==> config.mk <==
export PLATFORM = sky130hd
export DESIGN_NAME = mul_add_unsigned_seq
export DESIGN_NICKNAME = d
export VERILOG_FILES = /design/src/rtl/mul_add_unsigned_seq.sv
export SDC_FILE = /design/constraint.sdc
export NUM_CORES = 1
export LEC_CHECK = 0
export ABC_AREA = 1
export CELL_PAD_IN_SITES_DETAIL_PLACEMENT = 1
export CELL_PAD_IN_SITES_GLOBAL_PLACEMENT = 1
export CORE_UTILIZATION = 36
export DETAILED_ROUTE_END_ITERATION = 6
export MAX_ROUTING_LAYER = met4
export PLACE_DENSITY_LB_ADDON = 0.1
export SETUP_SLACK_MARGIN = 0.5
export SYNTH_ARGS = -nofsm -noshare
export SYNTH_HDL_FRONTEND = slang
export SYNTH_SLANG_ARGS = --single-unit
==> constraint.sdc <==
create_clock -name clk -period 2.9 [get_ports clk]
set_input_delay 0.29 -clock clk [delete_from_list [all_inputs] [get_ports clk]]
set_output_delay 0.29 -clock clk [all_outputs]
set_load 0.005 [all_outputs]
==> src/rtl/mul_add_unsigned_seq.sv <==
// rtl/mul_add_unsigned_seq.sv - sequential unsigned shift-add multiply-accumulate p = q*b + r
module mul_add_unsigned_seq #(
    parameter int N = 17,
    parameter int M = 9
) (
    input  logic             clk,
    input  logic             rst,
    input  logic             in_valid,
    output logic             in_ready,
    input  logic [N-1:0]     q,
    input  logic [M-1:0]     b,
    input  logic [M-1:0]     r,
    output logic             out_valid,
    input  logic             out_ready,
    output logic [N+M-1:0]   p
);

    localparam int W  = N + M;
    localparam int CW = (N > 1) ? $clog2(N) : 1;

    typedef enum logic [1:0] {
        IDLE = 2'd0,
        RUN  = 2'd1,
        DONE = 2'd2
    } state_t;

    state_t         state, state_nxt;
    logic [W-1:0]   acc;
    logic [W-1:0]   mcand;
    logic [N-1:0]   mplier;
    logic [CW-1:0]  cnt;
    logic [W-1:0]   acc_nxt;
    logic           accept;
    logic           last_step;
    logic           release_out;

    assign accept      = (state == IDLE) && in_valid;
    assign last_step   = (state == RUN) && (cnt == '0);
    assign release_out = (state == DONE) && out_ready;

    // Width W always holds (2^M-1)*2^N, so this add never wraps.
    assign acc_nxt = mplier[0] ? (acc + mcand) : acc;

    always_ff @(posedge clk or posedge rst) begin
        if (rst) begin
            state <= IDLE;
        end else begin
            state <= state_nxt;
        end
    end

    always_comb begin
        state_nxt = state;
        in_ready  = 1'b0;
        out_valid = 1'b0;
        case (state)
            IDLE: begin
                in_ready = 1'b1;
                if (accept) begin
                    state_nxt = RUN;
                end
            end
            RUN: begin
                if (last_step) begin
                    state_nxt = DONE;
                end
            end
            DONE: begin
                out_valid = 1'b1;
                if (release_out) begin
                    state_nxt = IDLE;
                end
            end
            default: begin
                state_nxt = IDLE;
            end
        endcase
    end

    always_ff @(posedge clk or posedge rst) begin
        if (rst) begin
            acc    <= '0;
            mcand  <= '0;
            mplier <= '0;
            cnt    <= '0;
            p      <= '0;
        end else begin
            if (accept) begin
                acc    <= {{N{1'b0}}, r};
                mcand  <= {{N{1'b0}}, b};
                mplier <= q;
                cnt    <= CW'(N - 1);
            end else if (state == RUN) begin
                acc    <= acc_nxt;
                mcand  <= {mcand[W-2:0], 1'b0};
                mplier <= {1'b0, mplier[N-1:1]};
                if (!last_step) begin
                    cnt <= cnt - 1'b1;
                end
            end
            // p is only refreshed on entry to DONE and otherwise holds the last result.
            if (last_step) begin
                p <= acc_nxt;
            end
        end
    end

endmodule

==> summary.txt, run 1 <==
STA
  – Fin. Hold Viols: 0
  – Crit path time final: around 2.2 ns
  – Final slew viol count: 0
  – Slew Limit Headroom: 54.3%
  – Max Clk Rate: between 400 and 500 MHz
  – Setup WS post-layout: just under 0.7 ns
  – Final setup viols: 0
  – Hold Worst Slack: between 0.4 and 0.5 ns
  – Actual slew at the worst max-slew pin: about 0.68 ns
  – Clk_skew: 0.0113 ns
  – RSZ-0062 raised after global routing: false
  – Final period utilization: approximately 77%
  – Setup tns final: 0 ns

Yosys
  – FF+latch count, synth: 102
  – Cells after Synth: 863
  – Syn Area/Cell: approximately 7 um^2
  – Synth Area in Adders: 5.76%
  – XOR/XNOR Fraction of Synth Area: about 1.3%
  – Register area share after synthesis: 41.1%
  – Synth Area in Compound Gates: 10.5%
  – Simple-gate area share of the yosys netlist: a little over 30%
  – Syn nets: a little over 900
  – Area of the mapped netlist: 6210 um^2
  – Mux contribution to synthesized area: 0%
  – Yosys cell types: 38
  – Syn. warnings: 0
  – Largest family of logic cells by synthesized area: simple AND/OR/NAND/NOR gates

Flow run
  – Max Cap Violations: 0

Clocking
  – Post-CTS Setup Bufs: 0
  – Clock transition at the registers of the reported paths: roughly 0.08 ns
  – Worst-Skew Late Latency: 0.37 ns
  – Clock tree buffer depth: 2
  – CTS tree: done
  – # H-tree levels: 3
  – Sink Count: a little over 100
  – Root Driver: clkbuf_16
  – CTS Buf Count: 9

GRT
  – Gr ovfl total: 0
  – Tot GR Track Use: about a quarter
  – Global-route wire length before repair: 32000 um
  – Vias in the first global route: between 6000 and 7000
  – Initial antenna violation count: 0
  – Largest net degree at the start of global routing: 103

Routing
  – DRT Pass-1 Iters: 6
  – Initial DRC Count: 204
  – Final antenna-violating net count: 0
  – Highest metal used: met4
  – Vias per cell: about 5
  – Wire length on met2: between 8000 and 9000 um
  – WL met1: between 9000 and 10000 um
  – Metal3 WL: approximately 370 um
  – Wire per inst: around 17 um
  – Remaining DRCs: 0
  – Routed via count: 5745
  – Final WL: 19200 um

Cells and area
  – Finished Layout Cells: approximately 1100
  – Synthesis-to-finish area growth: 19.2%
  – Finished Cell Area: between 7000 and 8000 um^2
  – Count of nets after finishing: between 900 and 1000
  – Most frequent cells in the layout: nand2_1 (304), inv_1 (133), dfrtp_1 (102)
  – Sequential Area: ~2600 um^2
  – Most common cell after layout, fill and taps aside: nand2_1
  – Diode count: 0
  – Area of the multi-input gates: between 3000 and 4000 um^2
  – Fillers: 2090
  – Layout cell share with drive strength beyond 1: under 10%

Floorplanning
  – Die area: ~18000 um^2
  – Initial Util: approximately 37%
  – Chip width: approximately 130 um
  – # rows: 47
  – Core area: approximately 17000 um^2
  – Die Y: 133 um
  – Io pins: 67

Hold path
  – HP Class: in -> async

Setup path
  – CP max-delay cell: dfrtp_1
  – Critical Path RT: approximately 3.2 ns
  – R2R Path Start: mcand[0]
  – CP endpoint kind: register
  – Cell count of the worst reg-to-reg path: 14
  – CP max stage delay: ~0.41 ns
  – WS Path Type: reg -> reg
  – CP max FO: 4
  – Most used cell, CP: nand2_1
  – Buf/Inv on CP: 0
  – R2R Setup Slk: between 0.6 and 0.7 ns
  – Arrival time at the worst endpoint: approximately 2.5 ns
  – Worst path cell trace: ha_1, fa_1, nand2_1, nand3_2, nand3_1, nand2_2, nand2_1, nand2_1, nand2_1, nand2_1, nand2_1, nand3_1, nand3_1, nand2_1
  – Setup crit start kind: register
  – CP delay by family, top: simple AND/OR/NAND/NOR gates
  – Capture point of the worst reg-to-reg path: p[18]

Place
  – RePlAce Congestion: around 0.86
  – Pre-CTS setup slack: ~0.64 ns
  – Dpl cells: approximately 1100
  – Placed Area: ~7100 um^2
  – Detailed placement HPWL: between 10000 and 15000 um
  – Port Buffers: 66

Power
  – Clock network fraction of total power: a little over an eighth
  – Switching part of the total power: roughly half
  – Sequential power share: roughly 27%
  – Cell Int Power: between 0.004 and 0.005 W
  – Power per standard cell area: 1260 nW/um^2
  – Maximum VDD drop: 0.620 mV
  – Comb pwr share: approximately three fifths
  – Switching power total: about 0.0046 W
  – Leak pwr: 3.81 nW

Run status
  – Status: finished, final reports clean
==> cells by family after synthesis <==
kind of cell	count (synthesis)
AND/OR/NAND/NOR	453
buffers and inverters	169
AO/OA/AOI/OAI	102
flip-flops	102
adder cells (fa/ha/maj)	28
XOR/XNOR	9
==> worst min-delay path, stage by stage <==
cell             delay [ns]
clkdlybuf4s50_1        0.44
clkinvlp_4             0.10
buf_12                 0.43
==> synth_stat cells <==
cell | count | area share, %
a22oi_1 | 1 | 0.12
o21bai_1 | 5 | 0.60
buf_2 | 12 | 0.97
o32ai_1 | 1 | 0.14
dfrtp_1 | 102 | 41
or2_0 | 1 | 0.10
a21o_1 | 3 | 0.36
buf_1 | 3 | 0.18
or2_2 | 12 | 1.2
nor3_1 | 2 | 0.16
a22o_1 | 1 | 0.14
fa_1 | 1 | 0.32
a21oi_2 | 1 | 0.14
o22ai_1 | 16 | 1.6
nand3_2 | 3 | 0.48
nand2_1 | 304 | 18
nand4_1 | 8 | 0.81
o211ai_1 | 12 | 1.4
clkinv_1 | 1 | 0.060
nor2_2 | 8 | 0.81
ha_1 | 27 | 5.4
and2_1 | 2 | 0.20
inv_1 | 134 | 8.1
xnor2_1 | 3 | 0.42
nand3_1 | 70 | 5.6
a21oi_1 | 15 | 1.2
buf_4 | 3 | 0.36
o31ai_1 | 1 | 0.12
inv_2 | 6 | 0.36
o221ai_1 | 15 | 2.1
nand3b_1 | 1 | 0.12
clkbuf_1 | 10 | 0.60
xor2_1 | 6 | 0.85
nor2_1 | 34 | 2.1
or2_1 | 2 | 0.20
o21ai_1 | 4 | 0.32
o21ai_0 | 27 | 2.2
nand2_2 | 6 | 0.60
==> power groups by stage <==
stage	logic, W	clock network, W	registers (W)
detailed placement	0.00560	0	0.00256
finish	0.00558	0.00122	0.00254
floorplan	0.00388	0	0.00244
CTS	0.00563	0.00127	0.00254
global route	0.00632	0.00131	0.00263
global placement	0.00547	0	0.00254
==> timing repair <==
item,4_1_cts,5_1_grt
endpoints found under the setup margin,0,3
gates resized for setup,0,2
hold buffers,0,0
==> final cells by class <==
type                       count  share of cell area (%)
tap                          220                    3.72
clock buffer                   9                    3.04
inverter                     141                    7.20
sequential                   102                    34.5
multi-input combinational    592                    40.6
clock inverter                 7                   0.861
timing repair buffer          76                    10.1
==> layer usage <==
metal / vias to the layer above / global-route usage, %
li1: 2851 / -
met1: 2813 / 32.7
met2: 66 / 36.8
met3: 15 / 3.12
met4: 0 / 5.74
met5: - / -
==> metrics by stage <==
stage | utilization [%] | total power [W]
detailed placement | 42.6 | 0.00816
floorplan | - | 0.00632
global route | 44.4 | 0.0103
finish | 44.4 | 0.00934
CTS | 44.3 | 0.00944
global placement | 42.6 | 0.00801
==> worst max-delay path by stage <==
stage          startpoint  endpoint  slack, ns  cells past startpoint
2_1_floorplan      acc[0]     p[18]       1.02                     14
3_3_place_gp       acc[2]      p[5]       0.75                      8
3_5_place_dp     mcand[0]   acc[16]       0.64                     11
4_1_cts          mcand[0]   acc[16]       0.62                     11
5_1_grt          mcand[0]     p[18]       0.55                     14
6_report         mcand[0]     p[18]       0.68                     14
==> state kept, by name, indices dropped and copies added (netlist names) <==
register / count
mcand: 26
p: 26
mplier: 17
acc: 26
state: 2
cnt: 5
(Power assumes the default switching activity.)
==> inputs of run 2 (changes only) <==
Clock period 2.9 ns to 1.9 ns, I/O delays scaled along.
==> run 2 against run 1 <==
- the flow now finishes with violations (negative setup slack)
- clock-buffer cell count increased by 2
- register-to-register slack lost 0.81 ns
- sequential power is 63% higher
- design area up 31%
- critical path type unchanged
- combinational power rose to 2.7 times the previous value
- global-route usage grew 6.0 points
==> summary.txt, run 2 (synthesis gave the netlist of run 1 again) <==
Run status
  – Status: complete, but fails checks
  – Failing checks: negative setup slack

Cells and area
  – Finished Core Util: 57.9%
  – Count of nets after finishing: approximately 1100
  – Most frequent cells in the layout: nand2_1 (247), inv_1 (123), dfrtp_1 (98)
  – Top Registers: acc x26, mcand x26, p x26
  – Most common cell after layout, fill and taps aside: nand2_1
  – Finished Layout Cells: approximately 1200
  – Layout cell share with drive strength beyond 1: 34.5%
  – Synthesis-to-finish area growth: 55.6%

Setup path
  – CP max FO: 4
  – CP max-delay cell: dfrtp_1
  – Worst path cell trace: ha_4, fa_2, nand2_2, nand3_4, nand3_2, nand2_4, a21oi_4, or2_1, nand3_2, nand3_1, nand2_1
  – CP endpoint kind: register
  – CP max stage delay: just over 0.4 ns
  – WS Path Type: reg -> reg
  – Most used cell, CP: nand3_2
  – Setup crit start kind: register
  – Buf/Inv on CP: 0
  – Arrival time at the worst endpoint: about 2.3 ns
  – Critical Path RT: between 2 and 2.5 ns
  – CP delay by family, top: simple AND/OR/NAND/NOR gates

Routing
  – Initial DRC Count: ~290
  – DRT Pass-1 Iters: 4
  – Vias per cell: about 5.2
  – Remaining DRCs: 0
  – Wire per inst: 20.4 um
  – Final WL: between 20000 and 30000 um
  – Routed via count: between 6000 and 7000
  – Final antenna-violating net count: 0

STA
  – Hold Worst Slack: 0.142 ns
  – Clk_skew: 0.0125 ns
  – Actual slew at the worst max-slew pin: just over 0.6 ns
  – Final setup viols: 29
  – Final slew viol count: 0
  – Fin. Hold Viols: 0
  – Slew Limit Headroom: between 50% and 60%
  – RSZ-0062 raised after global routing: true
  – Setup tns final: -1.57 ns
  – Max Clk Rate: 492 MHz
  – Crit path time final: between 2 and 2.5 ns
  – Final period utilization: 107%
  – Setup WS post-layout: -0.133 ns

Clocking
  – Clock transition at the registers of the reported paths: ~0.080 ns
  – Sink Count: 102
  – Worst-Skew Late Latency: between 0.3 and 0.4 ns
  – Clock tree buffer depth: 2
  – CTS Buf Count: 9
  – # H-tree levels: 3
  – Root Driver: clkbuf_16
  – CTS tree: done

Floorplanning
  – # rows: between 40 and 50
  – Die area: 17800 um^2
  – Chip width: 133 um
  – Die Y: 133 um
  – Io pins: 67
  – Core area: 16700 um^2
  – Initial Util: between 30% and 40%

Place
  – Detailed placement HPWL: 16300 um
  – Pre-CTS setup slack: -0.133 ns
  – Port Buffers: between 60 and 70
  – RePlAce Congestion: ~0.87
  – Dpl cells: about 1200

Hold path
  – HP Class: in -> async

GRT
  – Grt peak-use layer: met2
  – Met1 Track Usage GR: 37.2%
  – Tot GR Track Use: 29.7%
  – Gr ovfl total: 0
  – Vias in the first global route: ~7100
  – Initial antenna violation count: 1
  – Met2 Resource Use GR: between 40 and 50%
  – Largest net degree at the start of global routing: 61
  – Met3 GRT Util: under 10%
  – Global-route wire length before repair: ~39000 um

Power
  – Power per standard cell area: 2140 nW/um^2
  – Maximum VDD drop: between 0.7 and 0.8 mV
  – Leak pwr: just under 5 nW

Flow run
  – Max Cap Violations: 0
==> run 2: changes by cell type in the layout (fill, tap and decap cells not counted), moves of 17 or more <==
| cell | previous run | this run |
|---|---|---|
| dlygate4sd2_1 | 0 | 25 |
| ha_4 | 0 | 24 |
| nand2_1 | 304 | 247 |
| o21ai_0 | 27 | 6 |
| nand3_2 | 4 | 34 |
| clkdlybuf4s50_1 | 66 | 38 |
| ha_1 | 27 | 3 |
| nand2_2 | 6 | 31 |
| buf_6 | 0 | 17 |
| buf_4 | 9 | 74 |
| nand3_1 | 69 | 31 |
| nand2_4 | 0 | 31 |
==> run 2: cell type report <==
class	count	area, um^2
multi-input combinational	592	4270
inverter	141	553
timing repair buffer	174	1720
sequential	102	2560
clock buffer	11	243
tap	220	275
antenna	1	2.50
fill	1982	7030
clock inverter	4	31.3
timing repair inverter	1	16.3
==> run 2: metrics by stage <==
step                area (um^2)  power (W)
floorplan                  6510     0.0104
global placement           7740     0.0140
detailed placement         7740     0.0144
CTS                        9050     0.0188
global route               9670     0.0221
finish                     9670     0.0207
==> run 2: final timing paths <==
check / from / to / slack, ns / depth (start not counted)
setup / recovery: acc[0] / p[12] / -0.13 / 11
hold / removal: rst / state[1] / 0.14 / 2
setup reg to reg: acc[0] / p[12] / -0.13 / 11
hold reg to reg: p[19] / p[19] / 0.48 / 2
max in group asynchronous: rst / acc[16] / 1.12 / 3
min in group clk: q[16] / mplier[16] / 0.39 / 3
==> run 2: layer usage <==
| metal | wire (um) | up-vias |
|---|---|---|
| li1 | - | 3043 |
| met1 | 11100 | 3328 |
| met2 | 12800 | 139 |
| met3 | 1010 | 31 |
| met4 | 539 | 0 |
| met5 | 0 | - |
==> run 2: what timing repair did <==
action | in CTS | in global routing
pin swaps | 65 | 32
endpoints found under the setup margin | 117 | 103
buffers inserted | 46 | 13
gates resized for setup | 193 | 110
hold buffers | 0 | 0
cloned | 3 | 1
==> run 2: report_power, final <==
| group | internal, W | leakage [nW] | switching (W) |
|---|---|---|---|
| registers | 0.00321 | 1.27 | 0.000935 |
| clock network | 0.000928 | 0.136 | 0.000879 |
| logic | 0.00643 | 3.43 | 0.00833 |
| total | 0.0106 | 4.84 | 0.0101 |
